===== config.mk =====
export PLATFORM = sky130hd
export DESIGN_NAME = shift_tx_sequencer
export DESIGN_NICKNAME = d
export VERILOG_FILES = /design/src/rtl/shift_tx_sequencer.sv
export SDC_FILE = /design/constraint.sdc
export NUM_CORES = 1
export LEC_CHECK = 0
export ABC_AREA = 1
export ABC_CLOCK_PERIOD_IN_PS = 3530
export CELL_PAD_IN_SITES_DETAIL_PLACEMENT = 2
export CELL_PAD_IN_SITES_GLOBAL_PLACEMENT = 2
export CORE_MARGIN = 1
export CORE_UTILIZATION = 30
export CTS_CLUSTER_DIAMETER = 60
export CTS_CLUSTER_SIZE = 8
export DETAILED_ROUTE_END_ITERATION = 12
export HOLD_SLACK_MARGIN = 0.02
export PLACE_DENSITY_LB_ADDON = 0.05
export RECOVER_POWER = 50
export SKIP_CTS_REPAIR_TIMING = 1
export SLEW_MARGIN = 20
export SYNTH_ARGS = -nofsm -noshare
export SYNTH_HDL_FRONTEND = slang
export SYNTH_SLANG_ARGS = --single-unit

===== constraint.sdc =====
create_clock -name clk -period 3.53 [get_ports clk]
set_clock_uncertainty 0.15 [all_clocks]
set_input_delay 0.706 -clock clk [delete_from_list [all_inputs] [get_ports clk]]
set_output_delay 0.706 -clock clk [all_outputs]
set_load 0.005 [all_outputs]

===== src/rtl/shift_tx_sequencer.sv =====
// shift_tx_sequencer
// Loads one parallel word through a valid/ready handshake and shifts it out on sdo.
// Each bit is held for CLKS_PER_BIT clocks. An optional idle gap of GAP_BITS bit-times
// follows the last bit, and done pulses on the final cycle of the word.
// abort cancels the current word at the next edge, and no done pulse is produced.

module shift_tx_sequencer #(
    parameter int WIDTH        = 8,
    parameter int CLKS_PER_BIT = 4,
    parameter int GAP_BITS     = 1,
    parameter bit MSB_FIRST    = 1'b1
) (
    input  logic             clk,
    input  logic             rst,
    input  logic [WIDTH-1:0] in_data,
    input  logic             in_valid,
    output logic             in_ready,
    input  logic             abort,
    output logic             sdo,
    output logic             sdo_valid,
    output logic             busy,
    output logic             done
);

    // Each counter is sized for its largest value. A counter is at least 1 bit wide
    // when its range collapses to a single value.
    localparam int GAP_CLKS = GAP_BITS * CLKS_PER_BIT;
    localparam int DIV_W    = (CLKS_PER_BIT > 1) ? $clog2(CLKS_PER_BIT) : 1;
    localparam int BIT_W    = $clog2(WIDTH);
    localparam int GAP_W    = (GAP_CLKS > 1) ? $clog2(GAP_CLKS) : 1;

    localparam logic [DIV_W-1:0] DIV_LAST = DIV_W'(CLKS_PER_BIT - 1);
    localparam logic [BIT_W-1:0] BIT_LAST = BIT_W'(WIDTH - 1);
    localparam logic [GAP_W-1:0] GAP_LAST = GAP_W'((GAP_CLKS > 0) ? GAP_CLKS - 1 : 0);

    typedef enum logic [1:0] {
        S_IDLE,
        S_SHIFT,
        S_GAP
    } state_e;

    state_e           state_q, state_d;
    logic [WIDTH-1:0] sreg_q, sreg_d;
    logic [BIT_W-1:0] bit_cnt_q, bit_cnt_d;
    logic [DIV_W-1:0] div_cnt_q, div_cnt_d;
    logic [GAP_W-1:0] gap_cnt_q, gap_cnt_d;

    // State register and datapath flops; asynchronous reset returns everything to idle.
    always_ff @(posedge clk or posedge rst) begin
        if (rst) begin
            state_q   <= S_IDLE;
            sreg_q    <= '0;
            bit_cnt_q <= '0;
            div_cnt_q <= '0;
            gap_cnt_q <= '0;
        end else begin
            // NOTE: non-blocking assignments so every flop samples the pre-edge values.
            state_q   <= state_d;
            sreg_q    <= sreg_d;
            bit_cnt_q <= bit_cnt_d;
            div_cnt_q <= div_cnt_d;
            gap_cnt_q <= gap_cnt_d;
        end
    end

    // Next-state logic, handshake, bit timing and the serial outputs.
    always_comb begin
        // NOTE: every signal gets a default first, so no path can infer a latch.
        state_d   = state_q;
        sreg_d    = sreg_q;
        bit_cnt_d = bit_cnt_q;
        div_cnt_d = div_cnt_q;
        gap_cnt_d = gap_cnt_q;
        sdo       = 1'b0;
        sdo_valid = 1'b0;
        done      = 1'b0;
        in_ready  = (state_q == S_IDLE) && !abort;
        busy      = (state_q != S_IDLE);

        unique case (state_q)
            S_IDLE: begin
                if (in_valid && in_ready) begin
                    sreg_d    = in_data;
                    bit_cnt_d = '0;
                    div_cnt_d = '0;
                    state_d   = S_SHIFT;
                end
            end

            S_SHIFT: begin
                sdo       = MSB_FIRST ? sreg_q[WIDTH-1] : sreg_q[0];
                sdo_valid = (div_cnt_q == '0);
                if (div_cnt_q == DIV_LAST) begin
                    if (bit_cnt_q != BIT_LAST) begin
                        // Move the next bit into the output position and fill with zero.
                        sreg_d    = MSB_FIRST ? {sreg_q[WIDTH-2:0], 1'b0}
                                              : {1'b0, sreg_q[WIDTH-1:1]};
                        bit_cnt_d = bit_cnt_q + 1'b1;
                        div_cnt_d = '0;
                    end else if (GAP_BITS > 0) begin
                        state_d   = S_GAP;
                        div_cnt_d = '0;
                        gap_cnt_d = '0;
                    end else begin
                        done    = 1'b1;
                        state_d = S_IDLE;
                    end
                end else begin
                    div_cnt_d = div_cnt_q + 1'b1;
                end
            end

            S_GAP: begin
                if (gap_cnt_q == GAP_LAST) begin
                    done    = 1'b1;
                    state_d = S_IDLE;
                end else begin
                    gap_cnt_d = gap_cnt_q + 1'b1;
                end
            end

            default: state_d = S_IDLE;
        endcase

        // abort overrides everything, including a done pulse that would occur this cycle.
        if (abort) begin
            state_d   = S_IDLE;
            sreg_d    = '0;
            bit_cnt_d = '0;
            div_cnt_d = '0;
            gap_cnt_d = '0;
            done      = 1'b0;
        end
    end

endmodule

==> flow_metrics.env, run 1 <==
export IMPL_power_uw=828.0
export IMPL_yosysTopAreaCellShare_pct=41.41
export IMPL_final_antenna_net_count=0
export IMPL_drive_gt1_share_pct=8.383
export IMPL_place_gp_congestion=0.7723
export IMPL_std_cell_rows=20
export IMPL_vias=966
export IMPL_holdCritPathClass="register to register"
export IMPL_numCtsBuffers=3
export IMPL_clock_latency_ns=0.30
export IMPL_ys_warn_count=0
export IMPL_mappedNetlistArea_sq_um=1027
export IMPL_die_h_um=60.52
export IMPL_clk_path_buf_depth=2
export IMPL_leakage_uw=0.0006985
export IMPL_via_per_inst=4.578
export IMPL_cts_tree="done"
export IMPL_first_pass_iters=4
export IMPL_ys_top_cells_by_area="dfrtp_1, nand2_1, nor2_1"
export IMPL_worst_r2r_path_depth=8
export IMPL_tns_ns=0
export IMPL_worstPathMaxFanout=7
export IMPL_ys_ff_latch=17
export IMPL_peakVddDrop_mv=0.1680
export IMPL_hold_violations=0
export IMPL_finalCritPeriodShare_pct=88.42
export IMPL_routedWlPerCell_um=13.32
export IMPL_synth_seq_area_share_pct=41.41
export IMPL_postSynthCellCount=149
export IMPL_synth_top_flop_cell="dfrtp_1"
export IMPL_antenna_found_initial=0
export IMPL_remaining_drc_errors=0
export IMPL_cp_arrival_ns=2.27
export IMPL_diodes=0
export IMPL_clock_sinks=17
export IMPL_synth_largest_area_cell="dfrtp_1"
export IMPL_hold_depth=2
export IMPL_path_clk_slew_ns=0.11
export IMPL_dp_hpwl_mm=2.178
export IMPL_worst_pin_slew_ns=0.6856
export IMPL_cp_end_kind="output port"
export IMPL_grt_first_pass_wirelength_mm=4.636
export IMPL_wirelength_mm=2.810
export IMPL_min_from="sreg_q[5]$_DFFE_PP0P_"
export IMPL_status="finished clean"
export IMPL_r2r_start="bit_cnt_q[0]$_DFFE_PP0P_"
export IMPL_async_flop_share_pct=100.0
export IMPL_ys_types=14
export IMPL_io_pins=17
export IMPL_relSlewSlack_pct=54.24
export IMPL_final_nets=185
export IMPL_min_to="sreg_q[5]$_DFFE_PP0P_"
export IMPL_maxCapViolCount=0
export IMPL_grt_use_total_pct=17.10
export IMPL_path_class="primary input to output port"
export IMPL_cts_root_buf="clkbuf_4"
export IMPL_grt_max_degree=18
export IMPL_die_area_sq_um=3662
export IMPL_coreArea_sq_um=3153
export IMPL_grt_ovfl_total=0
export IMPL_period_needed_ns=3.121
export IMPL_yosysMostFrequentCell="nand2_1"
export IMPL_grt_pass1_vias=1066
export IMPL_fmax_mhz=320.4
export IMPL_finalSetupViolCount=0
export IMPL_reg2reg_slack_ns=1.64
export IMPL_synth_avg_cell_area_sq_um=6.894
export IMPL_timing_rr_end="sreg_q[1]$_DFFE_PP0P_"
export IMPL_start_util_pct=32.58
export IMPL_dr_first_iter_drc_count=19
export IMPL_synth_fp_nets=166
export IMPL_rsz0062_at_grt="false"
export IMPL_fp_dieW_um=60.52
export IMPL_htree_levels=1
export IMPL_power_density_nw_per_um2=663.7
export IMPL_slew_violations=0
export IMPL_port_buffers=16
export IMPL_synth_edff_count=0
export IMPL_n_fill_cell=397
export IMPL_start_kind="primary input"
export IMPL_synth_common_cells="nand2_1, dfrtp_1, nor2_1"
export IMPL_cp_required_ns=2.67
export IMPL_syn2layout_area_growth_pct=21.44
-- layer usage --
metal,up-vias,global-route usage [%],part of all wire (%)
met5,-,0,0
met4,0,5.844,0.53
met3,2,1.919,1.6
met2,8,30.61,51
met1,476,21.29,46
li1,480,-,-
-- stage by stage --
stage | instances | setup WS (ns) | instance area [sq um] | hold WS, ns | util, %
3_3_place_gp | 207 | 0.5106 | 1220 | 0.3138 | 38.69
6_report | 211 | 0.4087 | 1247 | 0.3529 | 39.56
4_1_cts | 211 | 0.4810 | 1247 | 0.3572 | 39.56
2_1_floorplan | 149 | 1.650 | 1027 | 0.2959 | -
3_5_place_dp | 207 | 0.4855 | 1220 | 0.3280 | 38.69
5_1_grt | 211 | 0.3212 | 1247 | 0.3714 | 39.56
-- power breakdown --
group	switching, uW	leakage (uW)	total, uW	internal [uW]
Clock	70.9	0.0000177	113	42.2
Combinational	243	0.000453	384	141
Sequential	64.4	0.000228	331	266
Total	379	0.000698	828	449
-- critical path, stage by stage --
cell	delay [ns]
dlygate4sd3_1	0.64
inv_2	0.16
nand3_1	0.14
nor2_1	0.11
clkdlybuf4s50_1	0.50
-- cell usage in the layout (no fill, tap or decap) --
master and count:
o21ai_0 2, ha_1 5, nand3_1 6, dlygate4sd3_1 2, clkinv_2 1, nor2_1 17, nand3_2 1, nand3_4 1
clkbuf_4 3, nor2_2 2, nor2_4 1, inv_1 14, inv_2 3, clkdlybuf4s50_1 14, nand2_2 2, dfrtp_1 17
nand2_1 76
-- flip-flops by register name, summed over array words and instances, names as in the netlist --
signal and cells:
bit_cnt_q 3, state_q 2, gap_cnt_q 2, div_cnt_q 2, sreg_q 8
-- layout make-up --
type | count | area [sq um] | area share [%]
multi-input combinational | 113 | 515.5 | 41.32
sequential | 17 | 425.4 | 34.10
timing repair buffer | 16 | 160.2 | 12.84
inverter | 17 | 63.81 | 5.115
tap | 44 | 55.05 | 4.413
clock buffer | 3 | 22.52 | 1.805
clock inverter | 1 | 5.005 | 0.4012
-- worst max path at each step --
stage	end	slack (ns)	start	depth (start not counted)
finish	done	0.41	abort	5
detailed placement	done	0.49	abort	5
global placement	done	0.51	abort	5
global route	done	0.32	abort	5
CTS	done	0.48	abort	5
floorplan	done	1.65	abort	3
-- cells by family (layout without fill, tap and decap cells) --
logic type / count (synthesis) / count (layout) / synth area share [%]
adder cells (fa/ha/maj): 5 / 5 / 6.090
AND/OR/NAND/NOR: 106 / 106 / 43.12
AO/OA/AOI/OAI: 2 / 2 / 0.9745
flip-flops: 17 / 17 / 41.41
buffers and inverters: 19 / 37 / 8.404
(Power assumes the default switching activity.)
==> run 2, diff against run 1 <==
CTS_BUF_LIST = sky130_fd_sc_hd__clkbuf_16   (was unset)
GPL_TIMING_DRIVEN = 0   (was unset)
==> flow_metrics.env, run 2 (synthesis results as in run 1) <==
export IMPL_period_needed_ns=3.263
export IMPL_antenna_found_initial=0
export IMPL_first_pass_iters=2
export IMPL_worstPathMaxFanout=7
export IMPL_cp_end_kind="output port"
export IMPL_holdWs_ns=0.3287
export IMPL_cp_top_family="buffers and inverters"
export IMPL_intPower_uw=583.3
export IMPL_power_density_nw_per_um2=740.4
export IMPL_syn2layout_area_growth_pct=28.62
export IMPL_dp_cells=209
export IMPL_cp_arrival_ns=2.41
export IMPL_cts_root_buf="clkbuf_16"
export IMPL_start_util_pct=32.58
export IMPL_leakage_uw=0.0007342
export IMPL_remaining_drc_errors=0
export IMPL_htree_levels=1
export IMPL_final_nets=187
export IMPL_holdCritPathClass="register to register"
export IMPL_regMostFlops="sreg_q"
export IMPL_diodes=0
export IMPL_postPlaceCellArea_sq_um=1242
export IMPL_clkPwrFrac_pct=23.1
export IMPL_rsz0062_at_grt="false"
export IMPL_final_area_sq_um=1321
export IMPL_tns_ns=0
export IMPL_via_per_inst=4.742
export IMPL_path_cells="dlygate4sd3_1 -> inv_1 -> nand3_1 -> nor2_1 -> clkdlybuf4s50_1"
export IMPL_port_buffers=16
export IMPL_most_common_layout_cells="nand2_1, nor2_1, dfrtp_1"
export IMPL_status="finished clean"
export IMPL_grt_first_pass_wirelength_mm=4.802
export IMPL_n_fill_cell=397
export IMPL_path_clk_slew_ns=0.05
export IMPL_vias=1010
export IMPL_relSlewSlack_pct=52.07
export IMPL_start_kind="primary input"
export IMPL_largestRegisters="sreg_q x8, bit_cnt_q x3"
export IMPL_critPathMaxStageDelay_ns=0.65
export IMPL_crit_path_top_delay_cell="dlygate4sd3_1"
export IMPL_drive_gt1_share_pct=8.876
export IMPL_clock_sinks=17
export IMPL_finalCritPeriodShare_pct=92.44
export IMPL_grt_max_degree=18
export IMPL_combPwrFrac_pct=42.8
export IMPL_dr_first_iter_drc_count=12
export IMPL_min_from="sreg_q[7]$_DFFE_PP0P_"
export IMPL_multi_input_area_sq_um=515.5
export IMPL_coreArea_sq_um=3153
export IMPL_seqPwrFrac_pct=34.1
export IMPL_numCtsBuffers=3
export IMPL_io_pins=17
export IMPL_clk_path_buf_depth=2
export IMPL_die_area_sq_um=3662
export IMPL_routedWlPerCell_um=13.80
export IMPL_p_switching_uw=394.9
export IMPL_dp_hpwl_mm=2.192
export IMPL_swShare_pct=40.37
export IMPL_grt_pass1_vias=1097
export IMPL_fin_cells=213
export IMPL_fmax_mhz=306.5
export IMPL_wirelength_mm=2.939
export IMPL_peakVddDrop_mv=0.2944
export IMPL_clock_latency_ns=0.25
export IMPL_fp_dieW_um=60.52
export IMPL_final_common_cell="nand2_1"
export IMPL_largest_reg_flops=8
export IMPL_r2r_start="bit_cnt_q[0]$_DFFE_PP0P_"
export IMPL_grt_ovfl_total=0
export IMPL_worst_pin_slew_ns=0.7182
export IMPL_maxCapViolCount=0
export IMPL_path_class="primary input to output port"
export IMPL_place_gp_congestion=0.7461
export IMPL_regArea_sq_um=425.4
export IMPL_slew_violations=0
export IMPL_std_cell_rows=20
export IMPL_grt_use_total_pct=18.40
export IMPL_crit_buf_inv=3
export IMPL_finalSetupViolCount=0
export IMPL_die_h_um=60.52
export IMPL_cts_tree="done"
export IMPL_power_uw=978.2
export IMPL_final_antenna_net_count=0
export IMPL_hold_violations=0
export IMPL_cp_startpoint="abort"
export IMPL_cp_required_ns=2.67
[run 2: metrics by stage]
| stage | worst slack [ns] | utilization, % |
|---|---|---|
| after global placement | 0.4098 | 39.40 |
| after floorplan | 1.650 | - |
| after global routing | 0.1865 | 41.90 |
| after detailed placement | 0.4098 | 39.40 |
| final | 0.2670 | 41.90 |
| after CTS | 0.3961 | 41.90 |
[run 2: layer usage]
layer / global-route usage [%] / vias to the layer above / wire [um]
li1: - / 490 / -
met1: 20.26 / 506 / 1195
met2: 35.01 / 12 / 1649
met3: 4.478 / 2 / 76
met4: 4.870 / 0 / 17
met5: 0 / - / 0
[run 2: layout make-up]
cell class	instances	share of cell area, %
multi-input cells	113	39.02
flip-flops and latches	17	32.20
repair buffers	16	12.12
clock buffers	3	5.682
inverters	17	4.830
well taps	44	4.167
plain buffers	2	1.705
clock inverters	1	0.2841
[run 2: final timing paths]
kind / slack, ns / end / cells after the start
worst max-delay path: 0.27 / done / 5
worst min-delay path: 0.33 / sreg_q[7]$_DFFE_PP0P_ / 2
worst max register to register: 1.75 / gap_cnt_q[0]$_DFFE_PP0P_ / 7
worst min register to register: 0.33 / sreg_q[7]$_DFFE_PP0P_ / 2
max in group asynchronous: 1.91 / gap_cnt_q[0]$_DFFE_PP0P_ / 2
min in group asynchronous: 0.87 / gap_cnt_q[1]$_DFFE_PP0P_ / 2
[run 2: power by group through the flow]
stage / clock (uW) / combinational, uW / sequential (uW)
4_1_cts: 238 / 433 / 334
5_1_grt: 241 / 481 / 340
3_3_place_gp: 0 / 399 / 329
3_5_place_dp: 0 / 426 / 333
2_1_floorplan: 0 / 279 / 317
6_report: 226 / 419 / 333
[run 2: worst min-delay path, cell delays in order (launching register included)]
cell,delay [ns]
dfrtp_1,0.34
nand2_1,0.06
nand2_1,0.05
